### config.mk
export PLATFORM = sky130hd
export DESIGN_NAME = seq_mul_add
export DESIGN_NICKNAME = d
export VERILOG_FILES = /design/src/rtl/seq_mul_add.sv
export SDC_FILE = /design/constraint.sdc
export NUM_CORES = 1
export LEC_CHECK = 0
export ABC_CLOCK_PERIOD_IN_PS = 3200
export CORE_MARGIN = 4
export CORE_UTILIZATION = 55
export CTS_CLUSTER_SIZE = 14
export DETAILED_ROUTE_END_ITERATION = 7
export PLACE_DENSITY_LB_ADDON = 0.12
export SETUP_SLACK_MARGIN = 0.3
export SLEW_MARGIN = 20
export SYNTH_ARGS = -nofsm -noshare
export SYNTH_HDL_FRONTEND = slang
export SYNTH_SLANG_ARGS = --single-unit
### constraint.sdc
create_clock -name clk -period 3.2 [get_ports clk]
set_clock_uncertainty 0.15 [all_clocks]
set_input_delay 0.64 -clock clk [delete_from_list [all_inputs] [get_ports clk]]
set_output_delay 0.64 -clock clk [all_outputs]
set_load 0.005 [all_outputs]
### src/rtl/seq_mul_add.sv
// Shift-and-add multiplier with addend: result = a*b + addend, one multiplier bit per clock.
// Used to rebuild a dividend from (quotient, divisor, rest) and so cross-check the divider.
module seq_mul_add #(
  parameter int BITS = 4
) (
  input  logic              clk,
  input  logic              rst,
  input  logic              start,
  input  logic [BITS-1:0]   a,
  input  logic [BITS-1:0]   b,
  input  logic [BITS-1:0]   addend,
  output logic              busy,
  output logic              done,
  output logic [2*BITS-1:0] result
);

  localparam int CNT_W = (BITS > 1) ? $clog2(BITS) : 1;
  localparam logic [CNT_W-1:0] LAST_CNT = CNT_W'(BITS - 1);

  typedef enum logic [1:0] {
    IDLE   = 2'd0,
    RUN    = 2'd1,
    FINISH = 2'd2
  } state_t;

  state_t              state_reg;
  logic [2*BITS-1:0]   acc_reg;
  logic [2*BITS-1:0]   mcand_reg;
  logic [BITS-1:0]     mplier_reg;
  logic [CNT_W-1:0]    cnt_reg;
  logic                busy_reg;
  logic                done_reg;
  logic [2*BITS-1:0]   result_reg;

  always_ff @(posedge clk or posedge rst) begin
    if (rst) begin
      state_reg  <= IDLE;
      acc_reg    <= '0;
      mcand_reg  <= '0;
      mplier_reg <= '0;
      cnt_reg    <= '0;
      busy_reg   <= 1'b0;
      done_reg   <= 1'b0;
      result_reg <= '0;
    end else begin
      done_reg <= 1'b0;
      case (state_reg)
        IDLE: begin
          if (start) begin
            acc_reg    <= {{BITS{1'b0}}, addend};
            mcand_reg  <= {{BITS{1'b0}}, a};
            mplier_reg <= b;
            cnt_reg    <= '0;
            busy_reg   <= 1'b1;
            state_reg  <= RUN;
          end
        end
        RUN: begin
          // Fixed BITS iterations regardless of b, so latency never depends on data.
          if (mplier_reg[0]) begin
            acc_reg <= acc_reg + mcand_reg;
          end
          mcand_reg  <= mcand_reg << 1;
          mplier_reg <= mplier_reg >> 1;
          cnt_reg    <= cnt_reg + CNT_W'(1);
          if (cnt_reg == LAST_CNT) begin
            state_reg <= FINISH;
          end
        end
        FINISH: begin
          result_reg <= acc_reg;
          done_reg   <= 1'b1;
          busy_reg   <= 1'b0;
          state_reg  <= IDLE;
        end
        default: begin
          busy_reg  <= 1'b0;
          state_reg <= IDLE;
        end
      endcase
    end
  end

  assign busy   = busy_reg;
  assign done   = done_reg;
  assign result = result_reg;

endmodule

## Yosys cells after proc, flatten, opt, wreduce, memory -nomap -nowiden

Index checks and enable logic that the tools add are counted.

| storage, ports and cells | value |
|---|---|
| flip-flop bits (word level) | 34 |
| bits of input ports | 15 |
| output and inout bits | 10 |
| word-level logic and storage cells | 38 |

| operators by class | value |
|---|---|
| $add $sub $neg | 2 |
| eq/ne operators | 6 |
| mux-type cells | 15 |
| bitwise logic cells | 1 |
| reductions and logical operators | 6 |

Operator list:

| operator | number |
|---|---|
| $pmux W8 S2 | 2 |
| $mux W8 | 3 |
| $add A8 B8 Y8 | 1 |
| $pmux W2 S2 | 2 |
| $pmux W4 S2 | 1 |
| $mux W2 | 3 |
| $ne A2 B2 Y1 const B | 3 |
| $reduce_and A2 Y1 | 3 |
| $eq A2 B2 Y1 const B | 2 |
| $mux W4 | 1 |
| $reduce_and A3 Y1 | 1 |
| $add A2 B1 Y2 const B | 1 |
| $eq A2 B1 Y1 const B | 1 |
| $logic_not A2 Y1 | 1 |
| $mux W1 | 2 |
| $pmux W1 S2 | 1 |
| $reduce_bool A2 Y1 | 1 |
| $not A1 Y1 | 1 |

## Depth between registers and ports, before layout

Gate-level depths: netlist (run 1).

| depth | value |
|---|---|
| depth in word-level cells | 3 |
| mapped depth | 9 |
| mapped depth without buffers | 9 |

## Least setup slack after synthesis (run 1)

OpenSTA, ideal clock, no wires.

| path | value |
|---|---|
| kind | register to register |
| start | register mcand_reg[0] |
| end | register acc_reg[6] |
| setup time | 95 ps |
| arrival time | 1685 ps |
| required time | 2955 ps |
| setup slack | 1270 ps |
| cell stages (with the launch flop) | 10 |
| buffers on the path | 0 |
| clock period less this slack | 1930 ps |
| path through | dfrtp_1 -> ha_1 -> inv_1 -> fa_1 -> nor2b_4 -> o21ai_2 -> a21boi_2 -> o21a_1 -> nor3_1 -> o31ai_1 |

| between the ends | value |
|---|---|
| cells in the longest elaborated chain, start to end | 3 |

RTL lines:

| what | line | RTL |
|---|---|---|
| start: declaration | 28 | `logic [2*BITS-1:0] mcand_reg;` |
| start signal: assignment | 51 | `mcand_reg <= {{BITS{1'b0}}, a};` |
| start signal: assignment | 63 | `mcand_reg <= mcand_reg << 1;` |
| $add A8 B8 Y8 | 61 | `acc_reg <= acc_reg + mcand_reg;` |
| $mux W8 | 60 | `if (mplier_reg[0]) begin` |
| $pmux W8 S2 | 47 | `case (state_reg)` |
| end signal: assignment | 50 | `acc_reg <= {{BITS{1'b0}}, addend};` |
| end signal: assignment | 61 |  |
| end: declaration | 27 | `logic [2*BITS-1:0] acc_reg;` |

Every way passes these cells. The select of a mux whose other input is x is not followed.
A chain may end at the register's enable or synchronous reset.

## Final worst setup path (run 1)

| path | value |
|---|---|
| start | register acc_reg[0] |
| end | register acc_reg[6] |

| between the ends | value |
|---|---|
| cells in the longest elaborated chain, start to end | 3 |

RTL lines:

| what | line |
|---|---|
| $add A8 B8 Y8 | 61 |
| $mux W8 | 60 |
| $pmux W8 S2 | 47 |

Every way passes these cells. The select of a mux whose other input is x is not followed.

==> results.md, run 1 <==
* Number of synthesized flops with an enable pin at 0
* Biggest area consumer among synthesized cells: dfrtp_1
* Final setup vio count at 0
* Top area cells in the synthesized netlist: dfrtp_1 50%, ha_1 5.9%, nand2_1 5.6%
* Maximum clock insertion buffer count at 2
* Die footprint at 4020 µm²
* Number of antenna violations at the first check in global routing at 0
* Layout net count at ~220
* Shortest period the worst path allows at around 2.1 ns
* Period utilization at 66.4%
* Cell depth of the worst flop-to-flop path at 9
* Detailed-route vias per instance at around 5.7
* Leakage at 0.916 nW
* Total Neg Setup Slack at 0 ns
* RSZ-0062 raised after global routing: false
* Post-synth cell types at 33
* Power density over cell area at 1030 nW/µm²
* Initial Util at between 50 and 60%
* Synth Register Bits at 34
* Most frequent cells in the layout: 34 x dfrtp_1, 25 x nand2_1, 24 x clkdlybuf4s50_1
* Final antenna-violating net count at 0
* Outcome: complete, no violations
* WL/cell at 14.6 µm
* Vias in the first global route at 1296
* Worst VDD drop at 0.000630 V
* Average cell area after synthesis at a little over 10 µm²
* Post-CTS setup-driven buffer insertion count at 0
* Type of destination of the critical path: flop
* Total power of the final layout at roughly 2.1 mW
* Worst EP required at 3.31 ns
* Final design utilization at 70.8%
* DRC violations left at 0
* Number of detailed-route iterations in the first pass at 4
* Critical register-to-register path startpoint: acc_reg[0]$_DFFE_PP0P_
* Hold Crit Class: reg -> reg
* Peak clock frequency supported by timing at 0.471 GHz
* Die X-Extent at between 60 and 70 µm
* Relative max-transition margin at 36.0%
* Final instance count without filler cells at between 200 and 250
* Worst hold path startpoint: result[2]$_DFFE_PP0P_
* Core box area at 2850 µm²
* Hold buffer count at CTS at 0
* Cell at the root of the clock tree: clkbuf_4
* First-pass GRT wire length at about 5.7 mm
* Syn Inst Count at roughly 160
* GRT Util Overall at between 15 and 20%
* Fraction of registers with async set/reset at between 90% and 100%
* Leading cell type in the layout, fill and taps excluded: dfrtp_1
* Max-Cap Viols at 0
* Cell count after placement at roughly 220
* Prevailing post-synth register cell: dfrtp_1
* Setup Slack @ Placement at around 1 ns
* Yosys warnings at 0
* First-iteration detailed-routing DRC count at a little under 70
* H-tree levels at 2
* Pin count of the biggest net entering global routing at 35
* Syn nets at between 150 and 200
* Total wirelength of the detailed-routed design at around 3.3 mm
* Overflow left after global routing at 0
* Final-report max-slew violation count at 0
* Classification of the worst setup path: reg -> reg
* Cts repair resizes at 0
* Clock-pin slew on the worst setup and hold paths at roughly 0.10 ns
* Vias post-DR at ~1300
* Netlist Area Pre-Place at between 1500 and 2000 µm²
* TritonCTS clock tree: done
* CTS buffer count at 5
* Tightest Pin Transition at about 0.96 ns
* I/O Pins at 25
* # port buffers at 24
* Number of instances on the worst hold path at 1
* Startpoint class of the critical path: flop
* GP Congestion at 0.699
* HPWL after detailed placement at 2.32 mm
* Critical Path Fanout Max at 3
* CTS sink cnt at 34
* Layout area overhead at 19.8%
* Antenna cell count at 0
* Crit path setup slack, layout at between 1 and 1.5 ns
* Fraction of synthesized cell area taken by the top area cell type at slightly above 50%
* Share of post-route cells with drive strength above 1 at between 10% and 20%
* Total number of placement rows at 19
* Crit path launch: acc_reg[0]$_DFFE_PP0P_
* Die Y at approximately 63 µm
* Fin. Hold Viols at 0
* Number of inserted filler cells in the final layout at ~220
* Data arrival time of the worst path at 2.23 ns
* Clock network latency to the later pin of the worst-skew pair at about 0.34 ns
* Fraction of the yosys area taken by sequential cells at ~50%
layer usage:
layer	track usage (%)	vias to the layer above	routed length [µm]
li1	-	622	-
met1	21.2	602	1480
met2	30.2	40	1560
met3	7.28	8	158
met4	7.82	0	66
met5	0	-	0
worst max-delay path, stage by stage (launching register included):
cell and delay [ns]:
dfrtp_1 0.39, ha_1 0.21, inv_1 0.07, fa_1 0.43
nor2b_4 0.15, o21ai_2 0.07, a21boi_2 0.17, o21a_1 0.15
nor3_1 0.05, o31ai_1 0.21
cells by family after synthesis:
family	synth area share [%]
adders and majority gates	7.12
buffers and inverters	3.71
AOI/OAI and AO/OA	16.5
muxes	8.90
DFF	50.4
and+or+nand+nor	12.3
xor gates and xnor gates	1.04
final timing paths:
check,endpoint,slack (ns)
worst max register to register,acc_reg[6]$_DFFE_PP0P_,1.08
worst max-delay path,acc_reg[6]$_DFFE_PP0P_,1.08
worst min-delay path,result[2]$_DFFE_PP0P_,0.36
worst min register to register,result[2]$_DFFE_PP0P_,0.36
min in group asynchronous,mcand_reg[5]$_DFFE_PP0P_,0.53
max in group asynchronous,mcand_reg[4]$_DFFE_PP0P_,2.07
Yosys cell counts (2+ instances only):
cell type and count:
dfrtp_1 34, nand2_1 25, nor3_1 2, clkbuf_1 2
mux2i_1 6, a22oi_1 2, nor2b_1 2, o21a_1 2
inv_1 6, mux2_2 8, a21o_1 3, o21ai_0 14
a211oi_1 2, o21ai_2 2, buf_2 5, o31ai_1 2
o21bai_1 2, nor2_1 12, ha_1 8, a21oi_1 12
power by group:
part / internal [mW] / leakage [nW] / total (mW) / switching [mW]
combinational: 0.521 / 0.462 / 1.06 / 0.539
clock: 0.106 / 0.0353 / 0.249 / 0.143
sequential: 0.629 / 0.419 / 0.770 / 0.140
cell type report:
cell class | instances | area [µm²] | share of cell area, %
Timing Repair Buffer | 28 | 270 | 13.4
Clock inverter | 1 | 5.00 | 0.248
Multi-Input combinational cell | 116 | 778 | 38.5
Sequential cell | 34 | 851 | 42.1
Clock buffer | 7 | 55.1 | 2.72
Tap cell | 31 | 38.8 | 1.92
Inverter | 6 | 22.5 | 1.11
metrics by stage:
| step | hold slack (ns) | area [µm²] |
|---|---|---|
| 3_5_place_dp | 0.345 | 1960 |
| 2_1_floorplan | 0.302 | 1690 |
| 6_report | 0.362 | 2020 |
| 5_1_grt | 0.389 | 2020 |
| 4_1_cts | 0.369 | 2020 |
| 3_3_place_gp | 0.336 | 1960 |
Power figures use the tool's default switching activity.
==> inputs of run 2 (changes only) <==
Settings changed: ABC_CLOCK_PERIOD_IN_PS 3200 to 1900, CORE_UTILIZATION 55 to 48.
Clock period 3.2 ns to 1.9 ns, I/O delays scaled along.
==> run 2 against run 1 <==
Net effect:
- combinational power up 140%
- non-clock buffer count up 33
- clock power up 98%
- sequential share of layout area down 6.9 points
- the run now ends with negative setup slack left
- highest routed layer unchanged
- first-iteration DRC count up 13%
- final area up 20%
- worst hold slack worse by 0.086 ns
- routed wire length up 16%
- power up 110%
==> results.md, run 2 (synthesis results as in run 1) <==
* Critical Path Fanout Max at 2 (was 3)
* Leakage at 1.11 nW (was 0.916 nW)
* HPWL after detailed placement at 2.58 mm (was 2.32 mm)
* Hold_ws at 0.276 ns (was 0.362 ns)
* Maximum clock insertion buffer count at 2 (unchanged)
* First-iteration detailed-routing DRC count at 77 (was 68)
* GRT Util Overall at 18.2% (was 18.4%)
* Shortest period the worst path allows at 1.95 ns (was 2.12 ns)
* Layout area overhead at 43.5% (was 19.8%)
* Classification of the worst setup path: reg -> reg (unchanged)
* Fin. Hold Viols at 0 (unchanged)
* Total Neg Setup Slack at -0.0538 ns (was 0 ns)
* Cell Area, Placed at 2090 µm² (was 1960 µm²)
* Share of post-route cells with drive strength above 1 at 35.1% (was 13.0%)
* Worst EP required at 1.99 ns (was 3.31 ns)
* Final antenna-violating net count at 0 (unchanged)
* Worst VDD drop at 0.000902 V (was 0.000630 V)
* Type of destination of the critical path: flop (unchanged)
* Data arrival time of the worst path at 2.05 ns (was 2.23 ns)
* Total power of the final layout at 4.38 mW (was 2.08 mW)
* Relative max-transition margin at 70.8% (was 36.0%)
* Number of antenna violations at the first check in global routing at 0 (unchanged)
* Layout net count at 248 (was 215)
* Most frequent cells in the layout: 36 x buf_4, 32 x dfrtp_1, 25 x nand2_1 (was 34 x dfrtp_1, 25 x nand2_1, 24 x clkdlybuf4s50_1)
* Tightest Pin Transition at 0.438 ns (was 0.959 ns)
* Hold Crit Class: in -> async (was reg -> reg)
* Period utilization at 103% (was 66.4%)
* Total wirelength of the detailed-routed design at 3.77 mm (was 3.27 mm)
* Outcome: complete, but fails checks (was complete, no violations)
* Initial Util at 50.1% (was 59.1%)
* RSZ-0062 raised after global routing: true (was false)
* Crit path setup slack, layout at -0.0538 ns (was 1.08 ns)
* TritonCTS clock tree: done (unchanged)
* CTS buffer count at 5 (unchanged)
* Startpoint class of the critical path: flop (unchanged)
* Die footprint at 4530 µm² (was 4020 µm²)
* Die X-Extent at 67.3 µm (was 63.4 µm)
* Clock-pin slew on the worst setup and hold paths at 0.10 ns (about the same)
* Core box area at 3360 µm² (was 2850 µm²)
* Final setup vio count at 1 (was 0)
* Vias post-DR at 1402 (was 1272)
* Pin count of the biggest net entering global routing at 35 (unchanged)
* Vias in the first global route at 1389 (was 1296)
* DRC violations left at 0 (unchanged)
* Number of detailed-route iterations in the first pass at 4 (unchanged)
* WL/cell at 13.9 µm (was 14.6 µm)
* # port buffers at 24 (unchanged)
* Antenna cell count at 0 (unchanged)
* Die Y at 67.3 µm (was 63.4 µm)
* Clock network latency to the later pin of the worst-skew pair at 0.34 ns (about the same)
* Peak clock frequency supported by timing at 0.512 GHz (was 0.471 GHz)
* Overflow left after global routing at 0 (unchanged)
* CTS sink cnt at 34 (unchanged)
* I/O Pins at 25 (unchanged)
* Leading cell type in the layout, fill and taps excluded: buf_4 (was dfrtp_1)
* Number of inserted filler cells in the final layout at 273 (was 216)
* H-tree levels at 2 (unchanged)
* Power density over cell area at 1810 nW/µm² (was 1030 nW/µm²)
* Violations in the final reports: negative setup slack
* Cell at the root of the clock tree: clkbuf_4 (unchanged)
* Final-report max-slew violation count at 0 (unchanged)
* Total number of placement rows at 21 (was 19)
* Max-Cap Viols at 0 (unchanged)
* GP Congestion at 0.853 (was 0.699)
* Final cell area excluding filler cells at 2420 µm² (was 2020 µm²)
* First-pass GRT wire length at 6.15 mm (was 5.67 mm)
* Detailed-route vias per instance at 5.17 (was 5.70)
-- run 2: cell type report --
type	instances	area (µm²)	area share (%)
clock buffers	8	78.8	3.26
inverters	6	22.5	0.930
multi-input cells	116	900	37.2
flip-flops and latches	34	853	35.2
well taps	46	57.6	2.38
repair buffers	61	509	21.0
-- run 2: what timing repair did --
item                                    CTS  global route
endpoints found under the setup margin   17            14
resized for setup                        16            15
hold buffers                              0             0
setup buffers                             5            14
pin swaps                                 4            10
-- run 2: critical path, stage by stage (launching register included) --
cell and delay, ns:
dfrtp_1 0.41, ha_2 0.20, inv_2 0.06, fa_2 0.22, nor2b_4 0.05, o21ai_2 0.16, a21boi_2 0.08, o21a_1 0.18
o21a_1 0.16, o31ai_1 0.20
-- run 2: metal layers --
layer / track usage [%] / up-vias / wire [µm]
met4: 8.10 / 0 / 48
li1: - / 688 / -
met1: 21.5 / 689 / 1650
met2: 31.5 / 20 / 1970
met3: 4.16 / 5 / 102
met5: 0 / - / 0
-- run 2: path summary, 6_finish.rpt --
check | start | to | slack [ns] | depth (start not counted)
min in group clk | result[0]$_DFFE_PP0P_ | result[0]$_DFFE_PP0P_ | 0.36 | 1
hold / removal | rst | acc_reg[2]$_DFFE_PP0P_ | 0.28 | 3
setup / recovery | mcand_reg[0]$_DFFE_PP0P_ | acc_reg[6]$_DFFE_PP0P_ | -0.05 | 9
hold reg to reg | result[0]$_DFFE_PP0P_ | result[0]$_DFFE_PP0P_ | 0.36 | 1
setup reg to reg | mcand_reg[0]$_DFFE_PP0P_ | acc_reg[6]$_DFFE_PP0P_ | -0.05 | 9
max in group asynchronous | rst | mcand_reg[3]$_DFFE_PP0P_ | 0.98 | 3
-- run 2: metrics by stage --
step | util (%) | cells | worst slack, ns
floorplan | - | 164 | 0.0329
detailed placement | 62.1 | 244 | -0.0576
global placement | 62.1 | 244 | 0.00237
global route | 72.0 | 271 | -0.179
CTS | 66.7 | 257 | -0.0570
finish | 72.0 | 271 | -0.0538
-- run 2: report_power, final --
group / switching, mW / internal (mW) / total, mW
registers: 0.274 / 1.06 / 1.34
logic: 1.14 / 1.41 / 2.55
clock network: 0.239 / 0.253 / 0.492
==> inputs of run 3 (changes only) <==
Settings changed: ABC_CLOCK_PERIOD_IN_PS 1900 to default.
==> results of run 3 <==
The final DEF is identical to that of run 2; final timing and power are the same.
